**config.mk**
```make
export PLATFORM = sky130hd
export DESIGN_NAME = spi_receiver
export DESIGN_NICKNAME = d
export VERILOG_FILES = /design/src/rtl/config_pkg.sv /design/src/rtl/spi_rx_fifo.sv /design/src/rtl/spi_receiver.sv
export SDC_FILE = /design/constraint.sdc
export NUM_CORES = 1
export LEC_CHECK = 0
export CORE_MARGIN = 2
export CORE_UTILIZATION = 50
export CTS_CLUSTER_DIAMETER = 80
export DETAILED_ROUTE_END_ITERATION = 8
export HOLD_SLACK_MARGIN = 0.15
export PLACE_DENSITY = 0.69
export SYNTH_ARGS = -nofsm -noshare
export SYNTH_HDL_FRONTEND = slang
export SYNTH_HIERARCHICAL = 1
export SYNTH_SLANG_ARGS = --single-unit
export TNS_END_PERCENT = 30
```
**constraint.sdc**
```tcl
create_clock -name clk_100 -period 2.6 [get_ports clk_100]
set_input_delay 0.52 -clock clk_100 [delete_from_list [all_inputs] [get_ports clk_100]]
set_output_delay 0.52 -clock clk_100 [all_outputs]
set_load 0.01 [all_outputs]
```
**src/rtl/config_pkg.sv**
```systemverilog
// Shared configuration for the SPI receive path.
//   P_DATA_WIDTH     word width in bits
//   P_RX_FIFO_DEPTH  receive FIFO depth in words (power of 2, >= 2)
//   P_BIT_CNT_W      width of the per-word bit counter
//   rx_state_t       receiver FSM state
package config_pkg;

  localparam int unsigned P_DATA_WIDTH    = 8;
  localparam int unsigned P_RX_FIFO_DEPTH = 4;
  localparam int unsigned P_BIT_CNT_W     = $clog2(P_DATA_WIDTH + 1);

  typedef enum logic {
    RX_IDLE,
    RX_SHIFT
  } rx_state_t;

endpackage

```
**src/rtl/spi_rx_fifo.sv**
```systemverilog
// Show-ahead synchronous FIFO for received SPI words.
// The head word is visible on dout whenever empty is low; rd_en pops it.
// A write while full is accepted only when a pop happens in the same cycle.
// Ports:
//   clk, rst_n       clock and asynchronous active-low reset
//   wr_en, din, full write side
//   rd_en, dout, empty read side (dout is 0 while empty)
//   count            number of words stored
module spi_rx_fifo #(
  parameter  int unsigned WIDTH = 8,
  parameter  int unsigned DEPTH = 4,
  localparam int unsigned AW    = $clog2(DEPTH)
) (
  input  logic             clk,
  input  logic             rst_n,
  input  logic             wr_en,
  input  logic [WIDTH-1:0] din,
  output logic             full,
  input  logic             rd_en,
  output logic [WIDTH-1:0] dout,
  output logic             empty,
  output logic [AW:0]      count
);

  logic [WIDTH-1:0] mem [DEPTH];
  // One extra MSB on each pointer distinguishes full from empty.
  logic [AW:0]      wr_ptr;
  logic [AW:0]      rd_ptr;
  logic             wr_ok;
  logic             rd_ok;

  assign empty = (wr_ptr == rd_ptr);
  assign full  = (wr_ptr[AW] != rd_ptr[AW]) && (wr_ptr[AW-1:0] == rd_ptr[AW-1:0]);
  assign count = wr_ptr - rd_ptr;
  assign rd_ok = rd_en & ~empty;
  assign wr_ok = wr_en & (~full | rd_ok);
  assign dout  = empty ? '0 : mem[rd_ptr[AW-1:0]];

  always_ff @(posedge clk or negedge rst_n) begin
    if (!rst_n) begin
      wr_ptr <= '0;
      rd_ptr <= '0;
      for (int i = 0; i < int'(DEPTH); i++) begin
        mem[i] <= '0;
      end
    end else begin
      if (wr_ok) begin
        mem[wr_ptr[AW-1:0]] <= din;
        wr_ptr              <= wr_ptr + 1'b1;
      end
      if (rd_ok) begin
        rd_ptr <= rd_ptr + 1'b1;
      end
    end
  end

endmodule

```
**src/rtl/spi_receiver.sv**
```systemverilog
// SPI mode-0 receiver (MSB first) with a show-ahead output FIFO.
// CS/SCK/MOSI are asynchronous and each pass through a 2-FF synchroniser.
// Words are pushed into the FIFO and offered on a valid/ready interface.
// Optional feature macro: SPI_RX_FRAME_CNT_EN adds the frame_cnt output
// (16-bit wrapping count of words accepted into the FIFO).
// Ports:
//   clk_100, a_rst        clock and asynchronous active-low reset
//   sck_in, cs_in, mosi_in raw SPI inputs (CS active low)
//   data_out, valid_out   FIFO head word and its valid flag
//   ready_in              consumer accept; pops when valid_out & ready_in
//   frame_err             1-cycle pulse when CS is released mid-word
//   overflow, ovf_clr     sticky dropped-word flag and its clear
//   busy                  receiver is inside a CS window
//   frame_cnt             (optional) accepted word count
module spi_receiver
  import config_pkg::*;
(
  input  logic                    clk_100,
  input  logic                    a_rst,
  input  logic                    sck_in,
  input  logic                    cs_in,
  input  logic                    mosi_in,
  output logic [P_DATA_WIDTH-1:0] data_out,
  output logic                    valid_out,
  input  logic                    ready_in,
  output logic                    frame_err,
  output logic                    overflow,
  input  logic                    ovf_clr,
  output logic                    busy
`ifdef SPI_RX_FRAME_CNT_EN
  ,
  output logic [15:0]             frame_cnt
`endif
);

  localparam int unsigned FifoAw = $clog2(P_RX_FIFO_DEPTH);
  localparam logic [P_BIT_CNT_W-1:0] LastBit = P_BIT_CNT_W'(P_DATA_WIDTH - 1);

  // Synchronisers
  logic sck_meta, sck_sync, sck_prev;
  logic cs_meta, cs_sync;
  logic mosi_meta, mosi_sync;
  logic sck_rise;

  always_ff @(posedge clk_100 or negedge a_rst) begin
    if (!a_rst) begin
      sck_meta  <= 1'b0;
      sck_sync  <= 1'b0;
      sck_prev  <= 1'b0;
      // CS resets to its inactive level so the FSM does not leave IDLE spuriously.
      cs_meta   <= 1'b1;
      cs_sync   <= 1'b1;
      mosi_meta <= 1'b0;
      mosi_sync <= 1'b0;
    end else begin
      sck_meta  <= sck_in;
      sck_sync  <= sck_meta;
      sck_prev  <= sck_sync;
      cs_meta   <= cs_in;
      cs_sync   <= cs_meta;
      mosi_meta <= mosi_in;
      mosi_sync <= mosi_meta;
    end
  end

  assign sck_rise = sck_sync & ~sck_prev;

  // FSM
  rx_state_t state_q, state_d;

  always_ff @(posedge clk_100 or negedge a_rst) begin
    if (!a_rst) begin
      state_q <= RX_IDLE;
    end else begin
      state_q <= state_d;
    end
  end

  always_comb begin
    state_d = state_q;
    unique case (state_q)
      RX_IDLE:  if (!cs_sync) state_d = RX_SHIFT;
      RX_SHIFT: if (cs_sync)  state_d = RX_IDLE;
      default:  state_d = RX_IDLE;
    endcase
  end

  always_comb begin
    busy = (state_q == RX_SHIFT);
  end

  // Shifter and bit counter
  logic [P_DATA_WIDTH-1:0] shift_q, shift_d;
  logic [P_BIT_CNT_W-1:0]  bit_cnt_q, bit_cnt_d;
  logic                    push_q, push_d;
  logic                    frame_err_q, frame_err_d;
  logic                    cs_release;
  logic                    sample;

  // CS release takes priority over an SCK edge seen in the same cycle.
  assign cs_release = (state_q == RX_SHIFT) & cs_sync;
  assign sample     = (state_q == RX_SHIFT) & ~cs_sync & sck_rise;

  always_comb begin
    shift_d     = shift_q;
    bit_cnt_d   = bit_cnt_q;
    push_d      = 1'b0;
    frame_err_d = 1'b0;
    if (cs_release) begin
      shift_d     = '0;
      bit_cnt_d   = '0;
      frame_err_d = (bit_cnt_q != '0);
    end else if (sample) begin
      shift_d = {shift_q[P_DATA_WIDTH-2:0], mosi_sync};
      if (bit_cnt_q == LastBit) begin
        bit_cnt_d = '0;
        push_d    = 1'b1;
      end else begin
        bit_cnt_d = bit_cnt_q + 1'b1;
      end
    end
  end

  always_ff @(posedge clk_100 or negedge a_rst) begin
    if (!a_rst) begin
      shift_q     <= '0;
      bit_cnt_q   <= '0;
      push_q      <= 1'b0;
      frame_err_q <= 1'b0;
    end else begin
      shift_q     <= shift_d;
      bit_cnt_q   <= bit_cnt_d;
      push_q      <= push_d;
      frame_err_q <= frame_err_d;
    end
  end

  assign frame_err = frame_err_q;

  // FIFO: push_q is one cycle after the word completes, and shift_q still holds
  // the word because SCK rises are at least four clk_100 cycles apart.
  logic              fifo_full;
  logic              fifo_empty;
  logic [FifoAw:0]   fifo_count;
  logic              pop;
  logic              drop;
  logic              unused_fifo_count;

  spi_rx_fifo #(
    .WIDTH (P_DATA_WIDTH),
    .DEPTH (P_RX_FIFO_DEPTH)
  ) u_fifo (
    .clk   (clk_100),
    .rst_n (a_rst),
    .wr_en (push_q),
    .din   (shift_q),
    .full  (fifo_full),
    .rd_en (ready_in),
    .dout  (data_out),
    .empty (fifo_empty),
    .count (fifo_count)
  );

  assign unused_fifo_count = ^fifo_count;
  assign valid_out = ~fifo_empty;
  assign pop       = valid_out & ready_in;
  assign drop      = push_q & fifo_full & ~pop;

  // Overflow flag: a drop wins over a simultaneous clear.
  logic overflow_q;

  always_ff @(posedge clk_100 or negedge a_rst) begin
    if (!a_rst) begin
      overflow_q <= 1'b0;
    end else if (drop) begin
      overflow_q <= 1'b1;
    end else if (ovf_clr) begin
      overflow_q <= 1'b0;
    end
  end

  assign overflow = overflow_q;

`ifdef SPI_RX_FRAME_CNT_EN
  logic [15:0] frame_cnt_q;

  always_ff @(posedge clk_100 or negedge a_rst) begin
    if (!a_rst) begin
      frame_cnt_q <= '0;
    end else if (push_q && !drop) begin
      frame_cnt_q <= frame_cnt_q + 16'd1;
    end
  end

  assign frame_cnt = frame_cnt_q;
`endif

endmodule

```
==> results of run 1 <==
==> layout by cell type, fill, tap and decap left out, types with 2 or more instances in the layout <==
cell              n
dfrtp_1          59
inv_1             9
o211ai_4          3
clkbuf_1          5
nand3_1           2
buf_4             5
clkbuf_8          9
nand4_1           2
nor2b_1           9
o211ai_1          2
nor3b_1           2
o21ai_0           4
dlygate4sd2_1     8
xnor2_1           2
a22o_1           10
nor2_1            2
nand2_1           5
clkdlybuf4s50_1   8
dfstp_2           2
mux4_2            8
ha_1              9
mux2_2           35
==> critical path: cells and delay by family (launching register included) <==
kind | cells | cell delay, ns
buffers and inverters | 2 | 0.34
adder cells (fa/ha/maj) | 1 | 0.32
flip-flops | 1 | 0.35
AND/OR/NAND/NOR | 3 | 0.60
==> state kept, by name, indices dropped and copies added, names as in the netlist, 3 cells and up <==
name,count
u_fifo/rd_ptr,3
bit_cnt_q,4
shift_q,8
u_fifo/wr_ptr,3
u_fifo/mem,32
==> report_power, final <==
part / internal [mW] / leakage [nW] / total [mW] / switching, mW
logic: 0.171 / 0.624 / 0.402 / 0.231
registers: 0.986 / 0.819 / 1.02 / 0.0352
clock network: 0.443 / 0.0887 / 0.772 / 0.329
total: 1.60 / 1.53 / 2.20 / 0.595
==> layout make-up <==
type	instances	area, µm²
fill	426	2210
timing repair buffer	23	203
tap	72	90.1
sequential	61	1530
clock buffer	14	143
inverter	9	33.8
clock inverter	2	35.0
multi-input combinational	112	1190
==> worst paths after layout <==
| kind | from | to | slack (ns) | cells past startpoint |
|---|---|---|---|---|
| setup / recovery | u_fifo/wr_ptr[0] | data_out[3] | 0.15 | 6 |
| min in group clk_100 | sck_meta | sck_sync | 0.36 | 0 |
| hold reg to reg | sck_meta | sck_sync | 0.36 | 0 |
| setup reg to reg | u_fifo/wr_ptr[1] | u_fifo/mem[20] | 0.60 | 4 |
| hold / removal | a_rst | u_fifo/rd_ptr[1] | 0.17 | 1 |
| max in group asynchronous | a_rst | u_fifo/mem[0] | 1.72 | 2 |
==> stage by stage <==
step	hold slack, ns	cells	util, %	area, µm²	setup WS (ns)
2_1_floorplan	0.224	186	-	2780	0.367
3_3_place_gp	0.335	276	56.1	3050	0.115
3_5_place_dp	0.343	276	56.1	3050	0.0700
4_1_cts	0.175	293	59.3	3220	0.133
5_1_grt	0.199	293	59.3	3230	0.0114
6_report	0.173	293	59.3	3230	0.153
==> routing by layer <==
metal	track usage [%]	vias to the layer above
met5	0	-
met2	27.9	23
met1	26.5	814
li1	-	746
met4	8.95	0
met3	3.68	8
==> what timing repair did <==
| action | CTS | global route |
|---|---|---|
| cloned | 0 | 0 |
| resized for setup | 10 | 1 |
| setup endpoints to repair | 9 | 1 |
| hold buffers | 0 | 0 |
| setup buffers | 1 | 0 |
==> flow_metrics.env, run 1 <==
export IMPL_pin_count=19
export IMPL_cts_max_path_buffers=2
export IMPL_vias=1591
export IMPL_rsz0062_at_grt="no"
export IMPL_antenna_found_initial=0
export IMPL_routed_wirelength_um=5010
export IMPL_cts_inserted_buffers=9
export IMPL_max_freq_ghz=0.409
export IMPL_dpl_hpwl_um=3370
export IMPL_io_buffers=18
export IMPL_critPathCaptureType="primary output"
export IMPL_syn_avg_cell_area_um2=14.9
export IMPL_period_share_pct=94.1
export IMPL_cts_tree="yes"
export IMPL_grt_pass1_wl_um=8570
export IMPL_syn_nets=202
export IMPL_die_w_um=78.6
export IMPL_ir_drop_uv=349
export IMPL_cp_slowest_cell="dfrtp_1"
export IMPL_setup_tns_final_ns=0
export IMPL_core_area_um2=5440
export IMPL_ys_warnings_count=6
export IMPL_grt_ovfl_total=0
export IMPL_dieHeight_um=78.6
export IMPL_met2WireLength_um=2400
export IMPL_maxCapViolCount=0
export IMPL_routed_wl_met3_um=131
export IMPL_cp_required_ns=2.08
export IMPL_layout_drive_gt1_share_pct=33.9
export IMPL_drv_slew=0
export IMPL_row_count=27
export IMPL_start_util_pct=51.1
export IMPL_path_cells="inv_1, ha_1, and2_1, and2_4, nor2b_1, clkdlybuf4s15_1"
export IMPL_drc=0
export IMPL_top_layer_used="met4"
export IMPL_grt_pass1_vias=1693
export IMPL_drtPass1Iterations=4
export IMPL_grt_max_degree=25
export IMPL_worstSkewPairLatency_ns=0.33
export IMPL_critPathMaxStageDelay_ns=0.35
export IMPL_power_mw=2.20
export IMPL_worstMarginPinSlew_ns=0.539
export IMPL_synth_cells=186
export IMPL_clk_pin_slew_worst_paths_ns=0.07
export IMPL_crit_type="flip-flop to primary output"
export IMPL_dieArea_um2=6170
export IMPL_hold_path_class="input pin to asynchronous set/reset pin"
export IMPL_drt_iter0_markers=91
export IMPL_nNetsFinal=232
export IMPL_worstSetupStartpointType="flip-flop"
export IMPL_htreeDepth=3
export IMPL_crit_fanout=10
export IMPL_arrival_ns=1.93
export IMPL_ctsRootBufferMaster="clkbuf_8"
export IMPL_antennaDiodeCount=0
export IMPL_area_growth_pct=16.1
export IMPL_wl_per_cell_um=17.1
export IMPL_hold_violations=0
export IMPL_slew_limit_headroom_pct=64.1
export IMPL_ant_nets=0
export IMPL_wl_met1_um=2420
export IMPL_skew_ns=0.00921
export IMPL_leakagePower_nw=1.53
export IMPL_vias_per_cell=5.43
export IMPL_cts_sinks=61
export IMPL_gp_congestion=0.791
export IMPL_p_per_area_nw_per_um2=681
export IMPL_outcome="finished, final reports clean"
export IMPL_period_needed_ns=2.45
export IMPL_syn_area_um2=2780
export IMPL_grt_util_all_layers_pct=18.8
export IMPL_setup_violations=0
No activity file was read; power rests on OpenSTA's default activity.
==> run 2: changes to the inputs <==
SLEW_MARGIN = 20   (was default)
TNS_END_PERCENT = default   (was 30)
==> run 2 against run 1 <==
  * Via count up 1.3%
  * Total power up 1.6%
  * Clock skew barely moved
  * Largest power group unchanged
==> flow_metrics.env, run 2 (synthesis results as in run 1) <==
export IMPL_fin_cells=297
export IMPL_routed_wirelength_um=5060
export IMPL_worstMarginPinSlew_ns=0.539
export IMPL_start_util_pct=51.1
export IMPL_antenna_found_initial=0
export IMPL_ir_drop_uv=349
export IMPL_period_share_pct=96.5
export IMPL_htreeDepth=3
export IMPL_largest_reg_flops=32
export IMPL_critPathCaptureType="primary output"
export IMPL_cts_tree="yes"
export IMPL_wl_per_cell_um=17.0
export IMPL_drc=0
export IMPL_grt_max_degree=25
export IMPL_finalWorstSetupSlack_ns=0.0907
export IMPL_fillers=427
export IMPL_maxCapViolCount=0
export IMPL_grt_pass1_vias=1717
export IMPL_cp_required_ns=2.08
export IMPL_layout_common_cells="dfrtp_1 (59), mux2_2 (35), a22o_1 (10)"
export IMPL_dieArea_um2=6170
export IMPL_ctsRootBufferMaster="clkbuf_8"
export IMPL_layout_drive_gt1_share_pct=37.8
export IMPL_period_needed_ns=2.51
export IMPL_drtPass1Iterations=4
export IMPL_grt_ovfl_total=0
export IMPL_die_w_um=78.6
export IMPL_crit_type="flip-flop to primary output"
export IMPL_hold_path_class="input pin to asynchronous set/reset pin"
export IMPL_nNetsFinal=236
export IMPL_gp_congestion=0.791
export IMPL_vias_per_cell=5.42
export IMPL_crit_fanout=5
export IMPL_post_place_ws_ns=0.0700
export IMPL_slew_limit_headroom_pct=64.1
export IMPL_pin_count=19
export IMPL_setup_tns_final_ns=0
export IMPL_hold_violations=0
export IMPL_arrival_ns=1.99
export IMPL_cts_inserted_buffers=9
export IMPL_worstSetupStartpointType="flip-flop"
export IMPL_outcome="finished, final reports clean"
export IMPL_grt_util_all_layers_pct=19.0
export IMPL_p_per_area_nw_per_um2=684
export IMPL_io_buffers=18
export IMPL_drt_iter0_markers=92
export IMPL_antennaDiodeCount=0
export IMPL_reg_top3="u_fifo/mem (32), shift_q (8), bit_cnt_q (4)"
export IMPL_vias=1611
export IMPL_leakagePower_nw=1.54
export IMPL_ant_nets=0
export IMPL_setup_violations=0
export IMPL_row_count=27
export IMPL_register_area_um2=1530
export IMPL_drv_slew=0
export IMPL_final_common_cell="dfrtp_1"
export IMPL_max_freq_ghz=0.399
export IMPL_cts_max_path_buffers=2
export IMPL_dpl_hpwl_um=3370
export IMPL_place_inst=276
export IMPL_area_growth_pct=17.3
export IMPL_clk_pin_slew_worst_paths_ns=0.07
export IMPL_grt_pass1_wl_um=8670
export IMPL_multi_input_comb_area_um2=1190
export IMPL_skew_ns=0.00886
export IMPL_largest_register="u_fifo/mem"
export IMPL_core_area_um2=5440
export IMPL_cts_sinks=61
export IMPL_worstSkewPairLatency_ns=0.33
export IMPL_dieHeight_um=78.6
==> run 2: metrics by stage <==
step | total power [mW] | cell area, µm² | hold WS (ns) | utilization, %
final | 2.23 | 3260 | 0.173 | 59.9
after detailed placement | 1.45 | 3050 | 0.343 | 56.1
after floorplan | 1.32 | 2780 | 0.224 | -
after global routing | 2.36 | 3260 | 0.199 | 59.9
after global placement | 1.43 | 3050 | 0.335 | 56.1
after CTS | 2.27 | 3260 | 0.175 | 59.9
==> run 2: worst max-delay path: stages, from the launching register on <==
cell and delay, ns:
dfrtp_1 0.37, inv_2 0.06, ha_1 0.31, and2_2 0.23, and2_4 0.18, buf_12 0.13
nor2b_1 0.11, dlygate4sd2_1 0.27
==> run 2: cell type report <==
type / count / share of cell area, %
clock buffers: 14 / 4.38
flip-flops and latches: 61 / 46.9
well taps: 72 / 2.76
multi-input cells: 112 / 36.6
clock inverters: 2 / 1.07
repair buffers: 27 / 7.22
inverters: 9 / 1.04
==> run 2: routing by layer <==
layer / global-route usage [%] / vias up / share of wire, %
met5: 0 / - / 0
met4: 8.95 / 0 / 1.4
li1: - / 752 / -
met1: 26.7 / 825 / 46
met2: 28.5 / 26 / 49
met3: 3.68 / 8 / 3.6
==> run 2: path summary, 6_finish.rpt <==
kind                                   from                to  slack [ns]  depth (start not counted)
max in group asynchronous             a_rst     u_fifo/mem[0]        1.72                          2
min in group clk_100               sck_meta          sck_sync        0.36                          0
hold / removal                        a_rst  u_fifo/rd_ptr[1]        0.17                          1
setup / recovery           u_fifo/wr_ptr[0]       data_out[5]        0.09                          7
setup reg to reg           u_fifo/wr_ptr[0]    u_fifo/mem[20]        0.62                          5
hold reg to reg                    sck_meta          sck_sync        0.36                          0
==> run 2: repair_timing <==
action	in CTS	in global routing
resized for setup	9	13
setup endpoints to repair	9	9
setup buffers	4	1
hold buffers	0	0
==> run 2: power breakdown <==
group	switching [mW]	internal, mW	leakage [nW]
Combinational	0.236	0.200	0.635
Clock	0.329	0.443	0.0887
Sequential	0.0356	0.986	0.819
